===== config.mk =====
export PLATFORM = sky130hd
export DESIGN_NAME = bit_demux_collector
export DESIGN_NICKNAME = d
export VERILOG_FILES = /design/src/rtl/demux_pkg.sv /design/src/rtl/slot_decoder.sv /design/src/rtl/bit_demux_collector.sv
export SDC_FILE = /design/constraint.sdc
export NUM_CORES = 1
export LEC_CHECK = 0
export BUFFER_PORTS_ARGS = -buffer_cell sky130_fd_sc_hd__buf_2
export CAP_MARGIN = 10
export CORE_ASPECT_RATIO = 0.9
export CORE_UTILIZATION = 52
export DETAILED_ROUTE_END_ITERATION = 8
export PLACE_DENSITY = 0.8
export SKIP_CTS_REPAIR_TIMING = 1
export SYNTH_ARGS = -nofsm -noshare
export SYNTH_HDL_FRONTEND = slang
export SYNTH_SLANG_ARGS = --single-unit

===== constraint.sdc =====
create_clock -name wb_clk_i -period 5.01 [get_ports wb_clk_i]
set_input_delay 1.2525 -clock wb_clk_i [delete_from_list [all_inputs] [get_ports wb_clk_i]]
set_output_delay 1.2525 -clock wb_clk_i [all_outputs]
set_load 0.01 [all_outputs]

===== src/rtl/demux_pkg.sv =====
// -----------------------------------------------------------------------------
// demux_pkg
// Purpose : shared constants and the state encoding for the serial-bit demux
//           collector (bit_demux_collector and its slot_decoder).
// Contents: DEF_WIDTH / DEF_LOG_WIDTH  default word width and slot index width
//           state_t                    ST_EMPTY = 1'b0, ST_HOLD = 1'b1
// -----------------------------------------------------------------------------
package demux_pkg;

    localparam int DEF_WIDTH     = 32;
    localparam int DEF_LOG_WIDTH = 5;

    typedef enum logic {
        ST_EMPTY = 1'b0,
        ST_HOLD  = 1'b1
    } state_t;

endpackage


===== src/rtl/slot_decoder.sv =====
// -----------------------------------------------------------------------------
// slot_decoder
// Purpose : turns a slot index plus a valid strobe into a one-hot write enable
//           for the WIDTH-bit shadow register. Indices at or above WIDTH produce
//           no enable at all, so such beats leave every register untouched.
// Ports   : idx       in  LOG_WIDTH  slot index
//           valid     in  1          beat strobe
//           we        out WIDTH      one-hot write enable (all zero if invalid)
//           in_range  out 1          idx addresses an existing slot
// -----------------------------------------------------------------------------
module slot_decoder
    import demux_pkg::*;
#(
    parameter int WIDTH     = DEF_WIDTH,
    parameter int LOG_WIDTH = DEF_LOG_WIDTH
) (
    input  logic [LOG_WIDTH-1:0] idx,
    input  logic                 valid,
    output logic [WIDTH-1:0]     we,
    output logic                 in_range
);

    always_comb begin
        we       = '0;
        in_range = (int'(idx) < WIDTH);
        for (int i = 0; i < WIDTH; i++) begin
            we[i] = valid && in_range && (int'(idx) == i);
        end
    end

endmodule


===== src/rtl/bit_demux_collector.sv =====
// -----------------------------------------------------------------------------
// bit_demux_collector
// Purpose : collects one serial bit per beat into a WIDTH-bit shadow register,
//           either at an explicit slot (sel_i) or at an internal auto-increment
//           pointer. When every slot of the frame has been written, the word is
//           offered on a valid/ready output. Collection keeps running while a
//           word waits; a frame that completes while the output is still
//           occupied (and not being taken that cycle) is dropped and flagged.
// Build   : define DEMUX_PARITY_EN to add word_parity_o (XOR of word_o,
//           registered with it). Without it the port and its logic are absent.
// Ports   : wb_clk_i       in   1          clock, rising edge
//           wb_rst_i       in   1          asynchronous active-high reset
//           bit_i          in   1          serial data bit
//           bit_valid_i    in   1          beat strobe, always accepted
//           sel_i          in   LOG_WIDTH  target slot when auto_inc_i=0
//           auto_inc_i     in   1          use the internal pointer this beat
//           word_o         out  WIDTH      assembled word
//           word_valid_o   out  1          word_o valid
//           word_ready_i   in   1          consumer takes word_o
//           ptr_o          out  LOG_WIDTH  auto-increment pointer
//           overrun_clr_i  in   1          clears overrun_o
//           word_parity_o  out  1          parity of word_o (DEMUX_PARITY_EN)
//           overrun_o      out  1          sticky: a completed frame was dropped
// -----------------------------------------------------------------------------
module bit_demux_collector
    import demux_pkg::*;
#(
    parameter int WIDTH     = DEF_WIDTH,
    parameter int LOG_WIDTH = DEF_LOG_WIDTH
) (
    input  logic                 wb_clk_i,
    input  logic                 wb_rst_i,
    input  logic                 bit_i,
    input  logic                 bit_valid_i,
    input  logic [LOG_WIDTH-1:0] sel_i,
    input  logic                 auto_inc_i,
    output logic [WIDTH-1:0]     word_o,
    output logic                 word_valid_o,
    input  logic                 word_ready_i,
    output logic [LOG_WIDTH-1:0] ptr_o,
    input  logic                 overrun_clr_i,
`ifdef DEMUX_PARITY_EN
    output logic                 word_parity_o,
`endif
    output logic                 overrun_o
);

    localparam logic [LOG_WIDTH-1:0] PTR_LAST = LOG_WIDTH'(WIDTH - 1);

    logic [WIDTH-1:0]     shadow;
    logic [WIDTH-1:0]     mask;
    logic [WIDTH-1:0]     we;
    logic [WIDTH-1:0]     shadow_next;
    logic [WIDTH-1:0]     mask_next;
    logic [LOG_WIDTH-1:0] ptr;
    logic [LOG_WIDTH-1:0] idx;
    logic                 in_range;
    logic                 hit;
    logic                 complete;
    logic                 load_word;
    logic                 set_overrun;
    state_t               state;
    state_t               state_next;

    assign idx = auto_inc_i ? ptr : sel_i;

    slot_decoder #(
        .WIDTH     (WIDTH),
        .LOG_WIDTH (LOG_WIDTH)
    ) u_slot_decoder (
        .idx      (idx),
        .valid    (bit_valid_i),
        .we       (we),
        .in_range (in_range)
    );

    assign hit         = bit_valid_i & in_range;
    // Shadow/mask as they would be after this beat; the completing bit is
    // therefore already part of shadow_next when the word is captured.
    assign shadow_next = (shadow & ~we) | (we & {WIDTH{bit_i}});
    assign mask_next   = mask | we;
    assign complete    = hit & (&mask_next);

    always_ff @(posedge wb_clk_i or posedge wb_rst_i) begin
        if (wb_rst_i) begin
            shadow <= '0;
            mask   <= '0;
            ptr    <= '0;
        end else if (complete) begin
            shadow <= '0;
            mask   <= '0;
            ptr    <= '0;
        end else if (hit) begin
            shadow <= shadow_next;
            mask   <= mask_next;
            if (auto_inc_i) begin
                ptr <= (ptr == PTR_LAST) ? '0 : ptr + 1'b1;
            end
        end
    end

    // State | meaning
    // ST_EMPTY | no word on the output, word_valid_o = 0
    // ST_HOLD  | word_o offered, word_valid_o = 1, waiting for word_ready_i
    always_ff @(posedge wb_clk_i or posedge wb_rst_i) begin
        if (wb_rst_i) begin
            state <= ST_EMPTY;
        end else begin
            state <= state_next;
        end
    end

    always_comb begin
        state_next  = state;
        load_word   = 1'b0;
        set_overrun = 1'b0;
        case (state)
            ST_EMPTY: begin
                if (complete) begin
                    load_word  = 1'b1;
                    state_next = ST_HOLD;
                end
            end
            ST_HOLD: begin
                if (complete) begin
                    // A word taken in the same cycle frees the slot for the
                    // new one; otherwise the new frame has nowhere to go.
                    if (word_ready_i) begin
                        load_word = 1'b1;
                    end else begin
                        set_overrun = 1'b1;
                    end
                end else if (word_ready_i) begin
                    state_next = ST_EMPTY;
                end
            end
            default: state_next = ST_EMPTY;
        endcase
    end

    assign word_valid_o = (state == ST_HOLD);
    assign ptr_o        = ptr;

    always_ff @(posedge wb_clk_i or posedge wb_rst_i) begin
        if (wb_rst_i) begin
            word_o <= '0;
        end else if (load_word) begin
            word_o <= shadow_next;
        end
    end

    // Set has priority so a drop coinciding with a clear is never lost.
    always_ff @(posedge wb_clk_i or posedge wb_rst_i) begin
        if (wb_rst_i) begin
            overrun_o <= 1'b0;
        end else if (set_overrun) begin
            overrun_o <= 1'b1;
        end else if (overrun_clr_i) begin
            overrun_o <= 1'b0;
        end
    end

`ifdef DEMUX_PARITY_EN
    always_ff @(posedge wb_clk_i or posedge wb_rst_i) begin
        if (wb_rst_i) begin
            word_parity_o <= 1'b0;
        end else if (load_word) begin
            word_parity_o <= ^shadow_next;
        end
    end
`endif

endmodule


Word-level counts from Yosys, hierarchy flattened --
Cells that the tools add are included.
Cells by class: add/subtract/negate cells 1, eq/ne operators 32, muxes and demuxes 20, bitwise operators 7, reduce and logical (&&, ||, !) cells 38
Operator list (count):
- $mux 32 | 4
- $eq 5x5->1 const B | 17
- $and 32x32->32 | 2
- $or 32x32->32 | 2
- $eq 5x4->1 const B | 8
- $logic_and 1x1->1 | 32
- $not 32->32 | 1
- $reduce_and 32->1 | 1
- $mux 5 | 5
- $eq 5x3->1 const B | 4
- $eq 5x2->1 const B | 2
- $mux 1 | 9
- $reduce_bool 2->1 | 3
- $add 5x1->5 const B | 1
- $eq 5x1->1 const B | 1
- $logic_not 5->1 | 1
- $pmux 1 s2 | 2
- $reduce_and 2->1 | 1
- $and 1x1->1 | 1
- $not 1->1 | 1
Word-level totals: register bits 103, input port bits 12, logic and storage cells 104

Depth between registers and ports, before layout --
Gate-level depths: netlist of run 1.
depth after elaboration 9, gate-level depth with buffers 12, mapped depth without buffers 8

Modules after synthesis --
A second synthesis of run 1 with hierarchy kept.
Unflattened totals: cell total of the unflattened synthesis 481, area total of the unflattened synthesis 5086.1 um^2
Modules (own cells, without submodules):
- bit_demux_collector | times used 1, cells an instance 432, area an instance 4840.9 um^2, seq. area each 2577.5 um^2
- slot_decoder | times used 1, cells an instance 49, area an instance 245.2 um^2, seq. area each 0.0 um^2

Worst setup path after synthesis of run 1 --
Ideal clock, no wire load.
kind input to register, from input port auto_inc_i, to register word_o[23], data arrival time 3.617 ns, slack 1.260 ns, cell stages on the path 10, path buffers 2, path through buf_6 -> or3b_4 -> a211oi_4 -> a21oi_1 -> nor4_2 -> nand4_1 -> or4_4 -> buf_6 -> o21ai_1 -> o21ai_1
On the way: cells in the longest elaborated chain, start to end 8, elaborated cells between the ends (all ways) 75
Ends and longest elaborated chain:
- start, declared | line bit_demux_collector.sv:36 | input logic auto_inc_i,
- $mux 5 (*) | line bit_demux_collector.sv:65 | assign idx = auto_inc_i ? ptr : sel_i;
- $eq 5x2->1 (tied with other cells) | line slot_decoder.sv:27 | we[i] = valid && in_range && (int'(idx) == i);
- $logic_and 1x1->1 | line slot_decoder.sv:27
- $or 32x32->32 | line bit_demux_collector.sv:81 | assign mask_next = mask | we;
- $reduce_and 32->1 | line bit_demux_collector.sv:82 | assign complete = hit & (&mask_next);
- $and 1x1->1 | line bit_demux_collector.sv:82
- $mux 1, on equally long branches | line bit_demux_collector.sv:125, bit_demux_collector.sv:119
- $pmux 1 s2 | line bit_demux_collector.sv:117 | case (state)
- end signal, assigned | line bit_demux_collector.sv:148 | word_o <= shadow_next;
- end, declared | line bit_demux_collector.sv:37 | output logic [WIDTH-1:0] word_o,
Every way passes the cells marked *; elsewhere a longest branch is shown, timed or not. A chain may end at the register's enable or synchronous reset.

Worst setup path in the final report of run 1 --
from input port auto_inc_i, to register word_o[30]
Same word-level chain as after synthesis.

==> implementation parameters, run 1 <==
Parameter                              Value

Power and ir drop
  Total power after layout ... ~2200 uW
  Largest vdd supply drop ... roughly 0.00025 V
  Lkg Pwr ... 0.002448 uW
  Power density over cell area ... between 400 and 500 mW/mm2

Timing
  Slack of the critical path ... approximately 0.76 ns
  Max-slew violations ... 0
  Relative max-transition margin ... approximately a third
  Setup_tns ... 0 ns
  Crit path time final ... ~4.2 ns
  Unrepaired setup endpoints after global routing ... false
  Worst Tran Pin Value ... 1.006 ns
  Setup Viol. Count Final ... 0
  Max Clock Skew ... around 0.0084 ns
  Number of hold violations in the final report ... 0
  Fmax achieved ... roughly 0.24 GHz
  Post-route clock period utilization ... 84.74%

Global routing
  Global-route congestion overflow total ... 0
  Vias in the first global route ... approximately 3400
  GRT Total Usage ... roughly a quarter
  Maximum number of pins on one net before global-route repair ... 85
  Antenna violations before repair ... 0
  First-pass GRT wire length ... between 15 and 20 mm

Setup path
  Register-to-Register Setup Slack ... between 1 and 1.5 ns
  Worst setup path category ... input pin to flop
  Crit-path cells ... buf_2 > or3b_1 > a211oi_4 > a21oi_1 > nor4_1 > nand4_1 > or4_4 > o21ai_0 > o21ai_0
  Sort of element at the end of the critical path ... flop
  Cell type of the slowest stage on the worst timing path ... or4_4
  Family with the most delay on the worst path ... simple AND/OR/NAND/NOR gates
  Max Fanout on Critical Path ... 32
  WP data arrival ... ~4.5 ns
  CP most frequent cell ... o21ai_0
  Worst setup SP type ... input pin
  Required time at the endpoint of the critical path ... around 5.3 ns
  Peak per-stage delay on the critical path ... between 0.7 and 0.8 ns
  Number of buffer and inverter stages on the critical path ... 1

Synthesis
  XOR/XNOR share of the synthesized area ... 0%
  Mux share of post-synthesis cell area ... under 10%
  Netlist area before placement ... around 0.0045 mm2
  Most instantiated flip-flop cell in the synthesis netlist ... dfrtp_1
  Leading cell types by total area after synthesis ... dfrtp_1 (57%), mux2i_1 (7.0%), o21ai_1 (6.7%)
  Post-Synthesis Net Count ... between 400 and 500
  Number of synthesized register bits ... between 100 and 150
  Yosys top cell area share ... between 50% and 60%
  Yosys warning total ... 0
  EDFF count, synth ... 0
  Sequential fraction of the synthesis area ... between 50% and 60%
  Average size of a mapped cell ... just over 10 um2
  Post-synthesis async set-or-reset flop share ... 100.0%
  Post-synthesis compound-gate area fraction ... between 15 and 20%
  Synth unique cells ... 42
  Simple-gate share of the synthesized area ... ~16%
  Most area-hungry cell type in the Yosys netlist ... dfrtp_1
  Dominant combinational cell family by area after synthesis ... simple AND/OR/NAND/NOR gates
  Post-synthesis cell count ... between 400 and 500
  Adder-cell share of the synthesized area ... less than 1%

Drt
  Number of routed nets with antenna violations ... 0
  Vias post-DR ... around 3500
  DR pass1 iterations ... 5
  Routed wire length ... 10.35 mm
  Met2 Wirelength ... between 5 and 6 mm
  Number of remaining DRC errors ... 0
  Detail-routed net length per standard cell ... 17.00 um
  Uppermost layer routed ... met4
  Detailed-routing wirelength on met1 ... ~4.6 mm
  Met3 Routed Length ... around 560 um
  Via/cell ratio ... 5.805
  DRC marker count from the first detailed-route iteration ... slightly below 200

Final layout
  Fraction of final layout cells with drive strength greater than 1 ... between 10% and 20%
  Nets@finish ... slightly above 500
  Final core utilization ... between 60% and 70%
  Synthesis-to-finish area growth ... 12.33%
  Diodes inserted ... 0

Floorplanning
  Initial Util ... 55.04%
  Die Span Y ... just over 90 um
  Chip width ... between 100 and 150 um
  Core box area ... around 0.0083 mm2
  Row count ... 31
  I/O pins ... around 50
  Area of the die ... 0.009122 mm2

CTS
  Clock input transition at the sequential cells of the worst setup and hold paths ... 0.10 ns
  TritonCTS clock tree ... built
  Total CTS buffers ... 9
  Worst-Skew Late Latency ... 0.37 ns
  Root Buffer ... clkbuf_8
  H-tree depth reported by CTS ... 3
  Sinks on Clock Net ... 103
  Max clock buf depth ... 2

Flow run
  Number of maximum-capacitance constraint violations ... 0

Place
  Count of input and output buffers ... 50
  Post-place setup slack ... approximately 0.46 ns
  Placed wire-length estimate after detailed placement ... around 7 mm
  Final estimated routing congestion in global placement ... around 0.9

Run status
  Status ... finished clean

Worst hold path
  Worst hold path type ... flop to flop
[final timing paths]
check,startpoint,endpoint,cells after the start
worst min-delay path,word_o[26],word_o[26],2
max in group asynchronous,wb_rst_i,mask[10],3
worst max-delay path,auto_inc_i,word_o[30],9
worst max register to register,ptr_o[1],word_o[30],8
worst min register to register,word_o[26],word_o[26],2
min in group asynchronous,wb_rst_i,word_o[4],2
[per-layer routing]
metal,track usage [%],vias to the layer above
met4,7.246,0
met5,0,-
met3,5.495,14
met2,39.50,102
met1,33.73,1768
li1,-,1651
[Yosys cell counts (2+ instances only)]
master,count
or3b_1,2
nor2_1,81
a211oi_4,2
a211oi_2,2
a22o_1,3
a31oi_1,15
buf_2,7
and3_1,4
nand3b_1,4
nand4_1,3
nand3_1,2
a21oi_1,17
nand2_1,28
o21ai_0,7
buf_6,5
dfrtp_1,103
inv_1,6
ha_1,2
clkbuf_1,16
mux2i_1,32
or3_1,3
o21ai_1,61
and2_1,5
nor4_1,13
o32ai_2,2
[report_power, final]
group / total, uW / switching [uW] / internal (uW)
registers: 1120 / 84.7 / 1030
logic: 530 / 343 / 187
clock network: 522 / 288 / 234
[registers in the layout (all words and copies together), names as in the netlist]
name and cells:
word_o 32, mask 32, ptr_o 5, word_valid_o 1
overrun_o 1, shadow 32
[worst min-delay path: stages, from the launching register on]
cell     delay [ns]
dfrtp_1        0.35
o21ai_1        0.06
o21ai_1        0.06
[cells in the final DEF, fill, tap and decap left out, types with 3 or more instances in the layout]
master	instances
a21oi_1	17
a22o_1	3
a31oi_1	15
and2_1	5
and3_1	4
buf_2	50
buf_4	13
clkbuf_8	9
dfrtp_1	103
inv_1	5
mux2i_1	32
nand2_1	28
nand3b_1	4
nand4_1	3
nor2_1	81
nor4_1	13
o21ai_0	7
o21ai_1	61
or3_1	3
[cell type report]
cell class	count	area [um2]
tap	115	143.9
fill	695	3154
inverter	6	25.02
timing repair buffer	64	367.9
sequential	103	2577
clock buffer	10	127.6
clock inverter	6	67.56
multi-input combinational	305	1798
[stage by stage]
step	cell area, um2	instances	hold WS [ns]
6_report	5107	609	0.4993
5_1_grt	5107	609	0.5246
4_1_cts	5107	609	0.5051
3_5_place_dp	4912	593	0.4825
3_3_place_gp	4912	593	0.4797
2_1_floorplan	4547	442	0.4639
[cell families (layout without fill, tap and decap cells)]
group           count (synthesis)  after routing
flops                         103            103
buf+inv                        34             86
fa+ha+maj                       2              2
mux                            33             33
simple gates                  155            155
compound gates                115            115
Note: power is estimated with default switching activity, not from simulation.
==> run 2, diff against run 1 <==
- clock period: 5.01 -> 4.35 ns (I/O delays scaled with it)
==> run 2 against run 1 <==
First-iteration DRC count rose by 10%; sequential cell count is the same; count of clock-buffer cells in the layout rose by 1; register-to-register slack got worse by 0.57 ns; highest routed layer unchanged; worst setup slack worse by 0.41 ns; worst hold slack improved by 0.0017 ns; critical endpoint is now word_o[29]; routed wire length increased by 0.31%; critical path depth stayed put.
==> implementation parameters, run 2 (synthesis gave the netlist of run 1 again) <==
Parameter                              Value

Setup path
  Worst setup SP type ... input pin
  Reg-to-reg critical path startpoint ... ptr_o[1]
  Peak per-stage delay on the critical path ... 0.76 ns (about the same)
  WP data arrival ... 4.22 ns (-0.28 ns)
  Number of buffer and inverter stages on the critical path ... 1 (unchanged)
  Required time at the endpoint of the critical path ... 4.58 ns (-0.68 ns)
  Sort of element at the end of the critical path ... flop
  Register-to-Register Setup Slack ... 0.92 ns (-0.57 ns)
  Crit-path cells ... buf_2 > mux2i_4 > and2_1 > a31oi_1 > nor4_2 > nand4_1 > or4_4 > o21ai_0 > o21ai_0
  Family with the most delay on the worst path ... simple AND/OR/NAND/NOR gates
  Crit path launch ... auto_inc_i
  CP most frequent cell ... o21ai_0
  Cell depth of the worst flop-to-flop path ... 8 (unchanged)
  Reg2reg end ... word_o[29]
  Cell type of the slowest stage on the worst timing path ... or4_4
  Worst setup path category ... input pin to flop
  Max Fanout on Critical Path ... 32 (unchanged)

Place
  Count of input and output buffers ... 50 (unchanged)
  Placed wire-length estimate after detailed placement ... 6.920 mm (-0.81%)
  Final estimated routing congestion in global placement ... 0.9823 (+8.2%)
  Number of placed instances with taps included ... 596 (+0.51%)

CTS
  Max clock buf depth ... 2 (unchanged)
  Clock input transition at the sequential cells of the worst setup and hold paths ... 0.09 ns (about the same)
  Total CTS buffers ... 9 (unchanged)
  TritonCTS clock tree ... built
  Root Buffer ... clkbuf_8
  Sinks on Clock Net ... 103 (unchanged)
  H-tree depth reported by CTS ... 3 (unchanged)
  Worst-Skew Late Latency ... 0.37 ns (about the same)

Floorplanning
  Area of the die ... 0.009122 mm2 (unchanged)
  Die Span Y ... 90.71 um (unchanged)
  Core box area ... 0.008262 mm2 (unchanged)
  Initial Util ... 55.04% (unchanged)
  I/O pins ... 51 (unchanged)
  Row count ... 31 (unchanged)
  Chip width ... 100.6 um (unchanged)

Timing
  Fmax achieved ... around 0.25 GHz
  Setup_tns ... 0 ns (unchanged)
  Unrepaired setup endpoints after global routing ... false
  Max-slew violations ... 0 (unchanged)
  Max Clock Skew ... 0.01056 ns (+0.002114 ns)
  Worst Tran Pin Value ... 0.7787 ns (-0.2273 ns)
  Relative max-transition margin ... 48.09% (+15 points)
  Crit path time final ... roughly 4.0 ns
  Post-route clock period utilization ... between 90% and 100%
  Setup Viol. Count Final ... 0 (unchanged)
  Number of hold violations in the final report ... 0 (unchanged)

Global routing
  Vias in the first global route ... 3485 (+1.1%)
  First-pass GRT wire length ... 17.78 mm (+2.8%)
  Antenna violations before repair ... 0 (unchanged)
  Maximum number of pins on one net before global-route repair ... 65 (-24%)
  Global-route congestion overflow total ... 0 (unchanged)
  GRT Total Usage ... 25.21% (+0.54 points)

Drt
  Met3 Routed Length ... 517 um (-7.5%)
  Number of routed nets with antenna violations ... 0 (unchanged)
  Vias post-DR ... 3523 (-0.34%)
  Detailed-routing wirelength on met1 ... 4.656 mm (+0.91%)
  Routed wire length ... 10.39 mm (+0.31%)
  Number of remaining DRC errors ... 0 (unchanged)
  Met2 Wirelength ... 4.970 mm (-1.5%)
  Via/cell ratio ... 5.757 (-0.83%)
  DRC marker count from the first detailed-route iteration ... 219 (+10%)
  Detail-routed net length per standard cell ... 16.97 um (-0.18%)
  DR pass1 iterations ... 5 (unchanged)
  Uppermost layer routed ... met4

Final layout
  Finished Layout Cells ... 612 (+0.49%)
  Commonest non-fill, non-tap cells in the layout ... dfrtp_1 (103), nor2_1 (81), o21ai_1 (61), buf_2 (50), mux2i_1 (32)
  Nets@finish ... 506 (+0.60%)
  Most common cell after layout, fill and taps aside ... dfrtp_1
  Largest registers in the final layout ... mask x32, shadow x32, word_o x32
  Fraction of final layout cells with drive strength greater than 1 ... 19.52% (+0.49 points)
  Synthesis-to-finish area growth ... 13.10%
  Diodes inserted ... 0 (unchanged)

Power and ir drop
  Largest vdd supply drop ... 0.0003052 V (+22%)
  Power density over cell area ... 496.5 mW/mm2 (+17%)
  Lkg Pwr ... 0.002482 uW (+1.4%)

Worst hold path
  Endpoint, Worst Hold ... mask[24]
  Worst hold path type ... flop to flop
  Hold Crit Depth ... 2 (unchanged)
  Launch point of the worst hold path ... mask[24]

Run status
  Status ... finished clean

Flow run
  Number of maximum-capacitance constraint violations ... 0 (unchanged)
run 2: metrics by stage:
step | hold slack [ns] | util (%) | instance area (um2) | worst slack [ns] | total power [uW]
detailed placement | 0.4833 | 59.58 | 4922 | 0.03914 | 1907
global placement | 0.4791 | 59.58 | 4922 | 0.1010 | 1876
floorplan | 0.4639 | - | 4547 | 0.5587 | 1723
finish | 0.5010 | 62.24 | 5142 | 0.3580 | 2553
CTS | 0.5032 | 62.24 | 5142 | 0.4277 | 2562
global route | 0.5324 | 62.24 | 5142 | 0.1847 | 2713
run 2: final cells by class:
| type | count | area (um2) |
|---|---|---|
| Clock buffer | 11 | 141.4 |
| Clock inverter | 5 | 78.83 |
| Fill cell | 666 | 3119 |
| Inverter | 6 | 25.02 |
| Multi-Input combinational cell | 305 | 1798 |
| Sequential cell | 103 | 2577 |
| Tap cell | 115 | 143.9 |
| Timing Repair Buffer | 67 | 377.9 |
run 2: worst max path at each step:
stage,depth (start not counted),end,slack (ns)
3_5_place_dp,9,word_o[29],0.04
4_1_cts,9,word_o[29],0.43
6_report,9,word_o[29],0.36
2_1_floorplan,1,mask[0],0.56
5_1_grt,10,word_o[29],0.18
3_3_place_gp,10,word_o[30],0.10
run 2: routing by layer:
layer	GRT usage, %	up-vias
met5	0	-
met4	8.213	0
met3	6.347	20
met2	39.27	107
met1	34.66	1742
li1	-	1654
run 2: report_power, final:
| part | leakage (uW) | internal (uW) | total, uW | switching (uW) |
|---|---|---|---|---|
| registers | 0.00134 | 1190 | 1280 | 96.3 |
| logic | 0.00103 | 218 | 614 | 396 |
| clock network | 0.000114 | 340 | 655 | 315 |
run 2: worst min-delay path, cell delays in order, from the launching register on:
cell	delay, ns
dfrtp_1	0.33
a21oi_1	0.05
nor2_1	0.09
==> run 3, diff against run 2 <==
- CELL_PAD_IN_SITES_DETAIL_PLACEMENT: not set -> 0
- CELL_PAD_IN_SITES_GLOBAL_PLACEMENT: not set -> 1
- CORE_UTILIZATION: 52 -> 46
- PLACE_DENSITY: 0.8 -> 0.88
==> run 3 against run 2 <==
Power fell by 2.2%; die area rose by 13%; via count is 0.94% higher; count of clock-buffer cells in the layout shrank 2; routed wire length grew 3.1%; global-route usage is 3.5 points lower; cell count grew 1.8%; cell area about the same; core utilization down 9.0 points.
==> implementation parameters, run 3 (synthesis gave the netlist of run 1 again) <==
Parameter                              Value

Run status
  Status ... finished clean

Timing
  Setup_tns ... 0 ns (unchanged)
  Max Clock Skew ... 0.01665 ns (+0.006091 ns)
  Max-slew violations ... 0 (unchanged)
  Worst Tran Pin Value ... 0.5338 ns (-0.2448 ns)
  Relative max-transition margin ... 64.41% (+16 points)
  Number of hold violations in the final report ... 0 (unchanged)
  Fmax achieved ... 0.2619 GHz (+4.6%)
  Post-route clock period utilization ... 87.77% (-4.0 points)
  Crit path time final ... 3.818 ns (-0.1739 ns)
  Setup Viol. Count Final ... 0 (unchanged)
  Tightest hold margin ... 0.5035 ns (+0.002423 ns)
  Unrepaired setup endpoints after global routing ... false

Setup path
  Reg2reg end ... word_o[31]
  Required time at the endpoint of the critical path ... 4.62 ns (+0.04 ns)
  Worst setup path category ... input pin to flop
  Number of buffer and inverter stages on the critical path ... 2 (+1)
  Register-to-Register Setup Slack ... 1.09 ns (+0.17 ns)
  Reg-to-reg critical path startpoint ... ptr_o[1]
  Max Fanout on Critical Path ... 32 (unchanged)
  CP most frequent cell ... o21ai_1
  Cell depth of the worst flop-to-flop path ... 8 (unchanged)
  WP data arrival ... 4.09 ns (-0.13 ns)
  Family with the most delay on the worst path ... simple AND/OR/NAND/NOR gates
  Crit-path cells ... buf_2 > mux2i_4 > and2_1 > buf_12 > a31oi_1 > nor4_1 > nand4_1 > or4_4 > o21ai_1 > o21ai_1
  Path length in cells of the critical path ... 10 (+1)
  Worst setup SP type ... input pin
  Peak per-stage delay on the critical path ... 0.77 ns (about the same)
  Cell type of the slowest stage on the worst timing path ... or4_4
  Sort of element at the end of the critical path ... flop

Drt
  Number of remaining DRC errors ... 0 (unchanged)
  Vias post-DR ... 3556 (+0.94%)
  Number of routed nets with antenna violations ... 0 (unchanged)
  Via/cell ratio ... 5.708 (-0.85%)
  Routed wire length ... 10.71 mm (+3.1%)
  DR pass1 iterations ... 5 (unchanged)
  Detail-routed net length per standard cell ... 17.18 um (+1.3%)
  DRC marker count from the first detailed-route iteration ... 180 (-18%)

Place
  Final estimated routing congestion in global placement ... 0.9359 (-4.7%)
  Placed wire-length estimate after detailed placement ... 7.244 mm (+4.7%)
  Count of input and output buffers ... 50 (unchanged)
  Number of placed instances with taps included ... 607 (+1.8%)

Final layout
  Fraction of final layout cells with drive strength greater than 1 ... 19.72% (+0.20 points)
  Finished Layout Cells ... 623 (+1.8%)
  Total area of multi-input combinational cells ... 0.001798 mm2 (unchanged)
  Most common cell after layout, fill and taps aside ... dfrtp_1
  Nets@finish ... 506 (unchanged)
  Footprint of the flip-flops and latches ... 0.002577 mm2 (unchanged)
  Largest registers in the final layout ... mask x32, shadow x32, word_o x32
  Commonest non-fill, non-tap cells in the layout ... dfrtp_1 (103), nor2_1 (81), o21ai_1 (61), buf_2 (50), mux2i_1 (32)
  Synthesis-to-finish area growth ... 13.15% (about the same)
  Count of filler cells inserted in the layout ... 847 (+27%)
  Diodes inserted ... 0 (unchanged)

Floorplanning
  I/O pins ... 51 (unchanged)
  Initial Util ... 47.08% (-8.0 points)
  Die Span Y ... 96.32 um (+6.2%)
  Chip width ... 106.8 um (+6.2%)
  Core box area ... 0.009657 mm2 (+17%)
  Area of the die ... 0.01029 mm2 (+13%)
  Row count ... 34 (+9.7%)

Global routing
  GRT Total Usage ... 21.74% (-3.5 points)
  Vias in the first global route ... 3264 (-6.3%)
  Maximum number of pins on one net before global-route repair ... 38 (-42%)
  First-pass GRT wire length ... 16.99 mm (-4.4%)
  Antenna violations before repair ... 0 (unchanged)
  Global-route congestion overflow total ... 0 (unchanged)

CTS
  H-tree depth reported by CTS ... 3 (unchanged)
  TritonCTS clock tree ... built
  Worst-Skew Late Latency ... 0.38 ns (about the same)
  Sinks on Clock Net ... 103 (unchanged)
  Max clock buf depth ... 2 (unchanged)
  Clock input transition at the sequential cells of the worst setup and hold paths ... 0.11 ns (+0.02 ns)
  Total CTS buffers ... 9 (unchanged)
  Root Buffer ... clkbuf_8

Worst hold path
  Endpoint, Worst Hold ... word_o[24]
  Launch point of the worst hold path ... word_o[24]
  Hold Crit Depth ... 2 (unchanged)
  Worst hold path type ... flop to flop

Power and ir drop
  Power density over cell area ... 485.4 mW/mm2 (-2.2%)
  Largest vdd supply drop ... 0.0002659 V (-13%)
  Lkg Pwr ... 0.002470 uW (-0.49%)

Flow run
  Number of maximum-capacitance constraint violations ... 0 (unchanged)
==> run 3: layout make-up <==
cell class,count,area share [%]
clock buffers,9,2.408
inverters,6,0.4864
multi-input cells,305,34.95
flip-flops and latches,103,50.10
clock inverters,7,1.411
well taps,126,3.064
repair buffers,67,7.588
==> run 3: routing by layer <==
metal,global-route usage (%),vias up,share of wire (%),wire length [um]
met5,0,-,0,0
met3,5.146,15,5.1,551
met4,6.963,0,1.6,171
met1,29.34,1776,45,4785
met2,34.89,109,49,5198
li1,-,1656,-,-
==> run 3: metrics by stage <==
step	cell area [um2]	setup WS [ns]	util (%)	power, uW
floorplan	4547	0.5587	-	1723
global placement	4949	0.2219	51.24	1890
detailed placement	4949	0.1665	51.24	1920
CTS	5145	0.5735	53.28	2508
global route	5145	0.3029	53.28	2638
finish	5145	0.5318	53.28	2497
==> run 3: where the power goes <==
| group | internal [uW] | leakage [uW] | switching (uW) |
|---|---|---|---|
| registers | 1190 | 0.00134 | 95.2 |
| logic | 222 | 0.00103 | 401 |
| clock network | 226 | 0.0000970 | 366 |
| total | 1640 | 0.00247 | 862 |
==> run 3: worst register-to-register path: cells and delay by family (launching register included) <==
family             cells  cell delay, ns
and+or+nand+nor        4            1.78
AOI/OAI and AO/OA      4            0.91
DFF                    1            0.47
==> run 3: how the worst max path moves through the flow <==
stage | from | to | slack, ns
floorplan | wb_rst_i | mask[0] | 0.56
global placement | auto_inc_i | word_o[29] | 0.22
detailed placement | auto_inc_i | word_o[30] | 0.17
CTS | auto_inc_i | word_o[30] | 0.57
global route | auto_inc_i | word_o[29] | 0.30
finish | auto_inc_i | word_o[31] | 0.53
